**config.mk**
```make
export PLATFORM = sky130hd
export DESIGN_NAME = mem_port_arbiter
export DESIGN_NICKNAME = d
export VERILOG_FILES = /design/src/rtl/mem_arb_defs.sv /design/src/rtl/rr_arb2.sv /design/src/rtl/mem_port_arbiter.sv
export SDC_FILE = /design/constraint.sdc
export NUM_CORES = 1
export LEC_CHECK = 0
export BUFFER_PORTS_ARGS = -buffer_cell sky130_fd_sc_hd__buf_2
export CORE_AREA = 2 2 117 119
export DETAILED_ROUTE_END_ITERATION = 8
export DIE_AREA = 0 0 119 121
export PLACE_DENSITY = 0.78
export RECOVER_POWER = 100
export SLEW_MARGIN = 20
export SYNTH_ARGS = -nofsm -noshare
export SYNTH_HDL_FRONTEND = slang
export SYNTH_HIERARCHICAL = 1
export SYNTH_SLANG_ARGS = --single-unit
```
**constraint.sdc**
```tcl
create_clock -name clk -period 2.1 [get_ports clk]
set_clock_uncertainty 0.15 [all_clocks]
set_input_delay 0 -clock clk [delete_from_list [all_inputs] [get_ports clk]]
set_output_delay 0 -clock clk [all_outputs]
set_load 0.005 [all_outputs]
```
**src/rtl/mem_arb_defs.sv**
```systemverilog
// Shared constants for the unified memory port arbiter.
//   state_t   : arbiter FSM state encodings
//   GRANT_*   : grant/last_grant encodings (CPU=0, EXT=1)
//   CNT_W     : wait-state counter width
package mem_arb_defs;

  typedef enum logic [1:0] {
    IDLE   = 2'b00,
    ACCESS = 2'b01,
    ACK    = 2'b10
  } state_t;

  localparam logic GRANT_CPU = 1'b0;
  localparam logic GRANT_EXT = 1'b1;

  localparam int unsigned CNT_W = 3;

endpackage

```
**src/rtl/rr_arb2.sv**
```systemverilog
// Combinational two-way round-robin pick.
//   req_a, req_b : requests (a = CPU side, b = EXT side)
//   last         : side granted most recently (0 = a, 1 = b)
//   gnt          : chosen side (0 = a, 1 = b), meaningful when valid
//   valid        : at least one request present
module rr_arb2 (
  input  logic req_a,
  input  logic req_b,
  input  logic last,
  output logic gnt,
  output logic valid
);

  // On a tie the side opposite the last winner goes next.
  always_comb begin
    valid = req_a | req_b;
    gnt   = (req_a & req_b) ? ~last : req_b;
  end

endmodule

```
**src/rtl/mem_port_arbiter.sv**
```systemverilog
// Arbitrates the unified instruction/data memory port between the CPU and
// the EXT (loader/debug) requester, with a fixed MEM_LAT wait-state access.
//   clk, rst                  : clock, async active-low reset
//   cpu_req/we/addr/wdata     : CPU request, held until cpu_ack
//   cpu_rdata, cpu_ack        : CPU read data (registered), one-cycle ack
//   cpu_stall                 : cpu_req & ~cpu_ack
//   ext_req/we/addr/wdata     : EXT request, held until ext_ack
//   ext_rdata, ext_ack        : EXT read data (registered), one-cycle ack
//   mem_en/we/addr/wdata      : memory port (word-aligned address)
//   mem_rdata                 : memory read data, valid in last ACCESS cycle
//   busy                      : high in ACCESS and ACK
module mem_port_arbiter
  import mem_arb_defs::*;
#(
  parameter int unsigned WIDTH   = 32,
  parameter int unsigned MEM_LAT = 2
) (
  input  logic             clk,
  input  logic             rst,
  input  logic             cpu_req,
  input  logic             cpu_we,
  input  logic [WIDTH-1:0] cpu_addr,
  input  logic [WIDTH-1:0] cpu_wdata,
  output logic [WIDTH-1:0] cpu_rdata,
  output logic             cpu_ack,
  output logic             cpu_stall,
  input  logic             ext_req,
  input  logic             ext_we,
  input  logic [WIDTH-1:0] ext_addr,
  input  logic [WIDTH-1:0] ext_wdata,
  output logic [WIDTH-1:0] ext_rdata,
  output logic             ext_ack,
  output logic             mem_en,
  output logic             mem_we,
  output logic [WIDTH-1:0] mem_addr,
  output logic [WIDTH-1:0] mem_wdata,
  input  logic [WIDTH-1:0] mem_rdata,
  output logic             busy
);

  state_t             state;
  state_t             state_nxt;
  logic [CNT_W-1:0]   cnt;
  logic               grant;
  logic               last_grant;
  logic               lat_we;
  logic [WIDTH-1:0]   lat_addr;
  logic [WIDTH-1:0]   lat_wdata;
  logic               arb_gnt;
  logic               arb_valid;
  logic               last_cyc;

  rr_arb2 u_rr_arb2 (
    .req_a (cpu_req),
    .req_b (ext_req),
    .last  (last_grant),
    .gnt   (arb_gnt),
    .valid (arb_valid)
  );

  assign last_cyc = (cnt == CNT_W'(MEM_LAT));

  // State register.
  always_ff @(posedge clk or negedge rst) begin
    if (!rst) state <= IDLE;
    else      state <= state_nxt;
  end

  // Next-state logic; requests are only looked at in IDLE.
  always_comb begin
    state_nxt = state;
    case (state)
      IDLE:    if (arb_valid) state_nxt = ACCESS;
      ACCESS:  if (last_cyc)  state_nxt = ACK;
      ACK:     state_nxt = IDLE;
      default: state_nxt = IDLE;
    endcase
  end

  // Request latches, wait-state counter, round-robin history, read data.
  always_ff @(posedge clk or negedge rst) begin
    if (!rst) begin
      cnt        <= '0;
      grant      <= GRANT_CPU;
      last_grant <= GRANT_EXT;
      lat_we     <= 1'b0;
      lat_addr   <= '0;
      lat_wdata  <= '0;
      cpu_rdata  <= '0;
      ext_rdata  <= '0;
    end else begin
      case (state)
        IDLE: begin
          if (arb_valid) begin
            grant     <= arb_gnt;
            cnt       <= CNT_W'(1);
            lat_we    <= (arb_gnt == GRANT_EXT) ? ext_we    : cpu_we;
            lat_addr  <= (arb_gnt == GRANT_EXT) ? ext_addr  : cpu_addr;
            lat_wdata <= (arb_gnt == GRANT_EXT) ? ext_wdata : cpu_wdata;
          end
        end
        ACCESS: begin
          if (last_cyc) begin
            if (!lat_we) begin
              if (grant == GRANT_EXT) ext_rdata <= mem_rdata;
              else                    cpu_rdata <= mem_rdata;
            end
            last_grant <= grant;
          end else begin
            cnt <= cnt + CNT_W'(1);
          end
        end
        default: ;
      endcase
    end
  end

  // Output decode from state and latched grant.
  always_comb begin
    mem_en  = 1'b0;
    mem_we  = 1'b0;
    cpu_ack = 1'b0;
    ext_ack = 1'b0;
    busy    = 1'b0;
    case (state)
      ACCESS: begin
        mem_en = 1'b1;
        mem_we = lat_we;
        busy   = 1'b1;
      end
      ACK: begin
        cpu_ack = (grant == GRANT_CPU);
        ext_ack = (grant == GRANT_EXT);
        busy    = 1'b1;
      end
      default: ;
    endcase
  end

  assign mem_addr  = {lat_addr[WIDTH-1:2], 2'b00};
  assign mem_wdata = lat_wdata;
  assign cpu_stall = cpu_req & ~cpu_ack;

endmodule

```
; ---- After elaboration in Yosys (flattened, before gate mapping)
; Cells that the tools add are included.
[classes]
n_addsub = 1
mul = 0
div = 0
order_cmp = 0
eq_ne = 6
n_shift = 0
mux = 15
bitwise_logic = 7
n_reduce_logical = 9
[op_table]
columns = cell, count
row1 = $mux W32, 2
row2 = $reduce_and A4 Y1, 2
row3 = $mux W1, 7
row4 = $mux W3, 2
row5 = $ne A2 B2 Y1 const B, 3
row6 = $pmux W3 S2, 1
row7 = $reduce_and A2 Y1, 3
row8 = $mux W2, 2
row9 = $not A1 Y1, 4
row10 = $pmux W2 S2, 1
row11 = $add A3 B1 Y3 const B, 1
row12 = $eq A3 B2 Y1 const B, 1
row13 = $reduce_and A3 Y1, 1
row14 = $and A1 B1 Y1, 2
row15 = $eq A2 B1 Y1 const B, 1
row16 = $eq A2 B2 Y1 const B, 1
row17 = $logic_not A2 Y1, 1
row18 = $reduce_bool A2 Y1, 1
row19 = $reduce_or A2 Y1, 1
row20 = $or A1 B1 Y1, 1
[totals]
register_bits = 136
latch_bits = 0
ramBits = 0
romBits = 0
in_bits = 166
mem_count = 0

; ---- Longest topological paths before layout
[logic_depth]
ltp_word = 4
mapped_depth = 7

; ---- Modules after synthesis
; Netlist, hierarchy kept.
[modules_own_cells]
columns = module, instances, cells_each, area_per_inst_um2, seq_area_each_um2
row1 = mem_port_arbiter, 1, 453, 5750.5, 3354.5
row2 = rr_arb2, 1, 2, 13.8, 0.0

; ---- Least setup slack after synthesis
; No wires, ideal clock.
[synth_timing]
path_kind = register to register
from = register state[1]
to = register cpu_rdata[10]
setup_time_ps = 125
t_arrival_ps = 1690
required_ps = 1825
slack_ps = 135
path_stages_with_launch = 7
n_path_buf = 2
path_cell_list = dfrtp_1 -> inv_1 -> ha_1 -> buf_2 -> nor4b_4 -> buf_6 -> mux2_2
[synth_between]
elab_chain_cells = 2
[synth_rtl]
columns = element, line_no
row1 = "start, declared", mem_port_arbiter.sv:41  ; state_t state;
row2 = "start signal, assigned", mem_port_arbiter.sv:66  ; else state <= state_nxt;
row3 = $eq A2 B1 Y1, mem_port_arbiter.sv:92  ; case (state)
row4 = $reduce_and A4 Y1 (no line), n/a
row5 = "end signal, assigned", mem_port_arbiter.sv:106  ; else cpu_rdata <= mem_rdata;
row6 = "end, declared", mem_port_arbiter.sv:24  ; output logic [WIDTH-1:0] cpu_rdata,
; Every way passes these cells.
; A chain may end at the register's enable or synchronous reset.

; ---- Final worst setup path
[layout_timing]
from = register last_grant
to = register lat_addr[11]
[layout_between]
elab_chain_cells = 3
[layout_rtl]
columns = element, line_no
row1 = "start, declared", mem_port_arbiter.sv:45  ; logic last_grant;
row2 = "start signal, assigned", mem_port_arbiter.sv:108  ; last_grant <= grant;
row3 = $not A1 Y1, rr_arb2.sv:17  ; gnt = (req_a & req_b) ? ~last : req_b;
row4 = $mux W1, rr_arb2.sv:17
row5 = via arb_gnt, mem_port_arbiter.sv:49  ; logic arb_gnt;
row6 = $mux W32, mem_port_arbiter.sv:98  ; lat_addr <= (arb_gnt == GRANT_EXT) ? ext_addr : cpu_addr;
row7 = "end signal, assigned", mem_port_arbiter.sv:98
row8 = "end, declared", mem_port_arbiter.sv:47  ; logic [WIDTH-1:0] lat_addr;
; The timed path passes the listed nets, and every way through them passes these cells.

==> summary.txt <==
Drt
  • Antenna-violating nets left: 0
  • Met1 WL: 7.05 mm
  • Met3 routed WL: 1.11 mm
  • Routed wire length: 20.1 mm
  • DRT iter0 DRCs: 269
  • DR top layer: met4
  • Vias: 5569
  • First-pass detailed-route iteration total: 5
  • Detailed route wirelength on metal2: 11.0 mm
  • Routed len/inst: 18.0 microns
  • Vias per std cell: 4.99
  • Residual DRC: 0

GRT
  • Initial antenna violation count: 0
  • First-pass GRT wire length: 30.6 mm
  • Vias in the first global route: 6094
  • Largest net degree at the start of global routing: 83
  • Total GRT Usage: 27.7%
  • Gr ovfl total: 0

Layout
  • FILL cells: 836
  • Nets: 1099
  • Layout cell share with drive strength beyond 1: 34.6%
  • Final Util: 74.1%
  • Area delta synth->final: 68.1%
  • Final Non-Filler Cells: 1116
  • Final design area excluding fillers: 9690 sq um

Worst setup path
  • Crit path DAT: 2.18 ns
  • R2R setup slack: 0.06 ns
  • Crit. End Element: register
  • CP Class: register to register
  • Worst endpoint required time: 2.24 ns
  • Worst Reg-to-Reg Cells: 6
  • Startpoint types: register
  • FF-to-FF Start: last_grant
  • Worst path slowest cell: dlygate4sd3_1
  • Reg2Reg Capture Point: lat_addr[11]
  • CP Cell Sequence: a21boi_4 > buf_12 > clkbuf_2 > mux2i_1 > dlygate4sd3_1 > a21oi_1
  • Max Fanout on Critical Path: 14
  • Largest stage delay on the critical path: 0.58 ns

Floorplan
  • DIE HEIGHT: 121 microns
  • Core Box Area: 13100 sq um
  • Initial Util: 44.1%
  • Die width: 119 microns
  • Ports: 300
  • DIE AREA: 14400 sq um
  • # rows: 42

Placement
  • Dpl hpwl: 11.1 mm
  • Place WS: 0.135 ns
  • GP Congestion: 0.839
  • Cell Area, Placed: 7510 sq um
  • Placed Instances: 912
  • Buffers added on ports: 293

Yosys
  • Distinct cells, synth: 27
  • Synth warn: 6
  • Share of the synthesized area in the top cell type: 57.7%
  • Synth area leader: dfrtp_1
  • Syn Inst Count: 455
  • Post-Syn Area: 5760 sq um
  • Yosys reg bits: 134
  • Area contributors post-synth: dfrtp_1 (58%), mux2_2 (13%), mux2i_1 (11%), a21oi_1 (5.6%), nor2_1 (4.1%)
  • Seq/Total Area, Yosys: 58.2%
  • Mean area per synthesized cell: 12.7 sq um

STA
  • FMAX: 0.490 GHz
  • Clock period minus worst slack: 2.04 ns
  • Hold Slack: 0.0356 ns
  • Relative slew slack: 30.3%
  • RSZ-0062 raised after global routing: no
  • Worst-Margin Slew: 1.05 ns
  • Final Hold Fails: 0
  • # setup viols final: 0
  • Worst setup margin: 0.0572 ns
  • Fin crit share: 97.3%
  • Final slew viol count: 0
  • Setup TNS: 0 ns

Clocking
  • H-Tree Depth: 4
  • Max Buffers Root-to-Sink: 2
  • Worst-skew pair later-pin latency: 0.42 ns
  • Cts bufs inserted: 17
  • Clk root buf: clkbuf_16
  • Clock-pin slew on the worst setup and hold paths: 0.06 ns
  • Clock sinks: 134
  • CTS tree: done

Worst hold path
  • Worst Hold Path EP: mem_wdata[3]
  • Hold Path Stages: 4
  • Hold Startpoint: cpu_wdata[3]
  • Min-delay worst type: input port to register

Outcome
  • Outcome: finished clean

Power and ir drop
  • VDD IR-drop max: 736 uV
  • Power, Total: 12.3 mW
  • Lkg Pwr: 4.60 nW
  • Pwr/cell area: 1270 nW/um^2

Job
  • Max Cap Viol: 0
## routing by layer
metal / track usage, % / up-vias
met5: 0 / -
met1: 28.0 / 2711
met4: 15.8 / 0
met3: 7.10 / 76
li1: - / 2515
met2: 51.6 / 267
## cells in the mapped netlist
master and count:
buf_4 5, mux2i_1 64, xor2_1 1, buf_6 3, and2_1 3, nand2_1 2
a21boi_1 1, conb_1 1, o21a_1 1, and2b_1 1, dfrtp_1 133, nor2b_1 4
a21oi_1 65, ha_1 7, inv_1 3, nand2b_4 1, o21ai_0 1, nor2_1 63
nor4b_4 1, mux2_2 67, buf_2 14, dfstp_2 1, buf_1 8, nand4b_2 1
a32o_1 1, mux2_1 2, or2_1 1
## power breakdown
part           leakage [nW]  internal, mW  switching [mW]  total, mW
sequential             1.58          3.81           0.748       4.56
combinational          2.70          2.15            2.26       4.41
clock                 0.322          2.15            1.17       3.32
total                  4.60          8.11            4.18       12.3
## logic make-up after synthesis
| family | count (synthesis) | share of synthesized area, % |
|---|---|---|
| DFF | 134 | 58.2 |
| muxes | 133 | 24.6 |
| and+or+nand+nor | 77 | 6.14 |
| AOI/OAI and AO/OA | 69 | 6.16 |
| buffers and inverters | 33 | 3.17 |
| adders and majority gates | 7 | 1.52 |
| other | 1 | 0.0651 |
| xor gates and xnor gates | 1 | 0.152 |
## registers in the layout, summed over array words and instances, names as in the netlist
| signal | cells |
|---|---|
| cnt | 3 |
| last_grant | 1 |
| lat_we | 1 |
| cpu_rdata | 32 |
| state | 2 |
| lat_addr | 30 |
| ext_rdata | 32 |
| grant | 1 |
| mem_wdata | 32 |
## placed cells by master (no fill, tap or decap), types with 2 or more instances in the layout
master	count
clkbuf_2	4
nor2_1	63
clkinv_4	2
inv_1	3
clkbuf_1	100
nor2b_1	4
clkbuf_4	4
buf_2	196
inv_6	4
conb_1	2
nand2_1	2
dfrtp_1	133
and2_1	2
clkinv_2	2
mux2_2	66
dlygate4sd3_1	161
clkbuf_16	17
ha_1	7
mux2i_2	2
buf_12	4
buf_4	10
mux2_1	3
mux2i_1	62
a21oi_1	65
bufinv_16	5
## critical path: cells and delay by family, from the launching register on
kind	cells	cell delay, ns
buffers and inverters	3	0.92
DFF	1	0.38
AOI/OAI and AO/OA	2	0.25
muxes	1	0.21
## worst max-delay path by stage
stage                     from            end  slack (ns)
floorplan             state[1]  cpu_rdata[10]        0.13
detailed placement      cnt[0]  cpu_rdata[23]        0.13
global route        last_grant   lat_addr[17]        0.01
CTS                 last_grant   lat_addr[28]        0.05
finish              last_grant   lat_addr[11]        0.06
global placement        cnt[0]   cpu_rdata[2]        0.22
## cell type report
cell class / count / area (sq um) / area share, %
Antenna cell: 1 / 2.50 / 0.0258
Timing Repair Buffer: 481 / 3200 / 33.0
Clock buffer: 18 / 439 / 4.53
Inverter: 3 / 11.3 / 0.116
Multi-Input combinational cell: 289 / 2250 / 23.2
Tap cell: 176 / 220 / 2.27
Sequential cell: 134 / 3350 / 34.6
Clock inverter: 14 / 220 / 2.27
## timing repair
item | CTS | global route
endpoints found under the hold margin | 262 | 2
setup buffers | 0 | 8
gates resized for setup | 0 | 3
hold buffers | 163 | 2
setup endpoints to repair | 0 | 20
No activity file was read; power rests on OpenSTA's default activity.
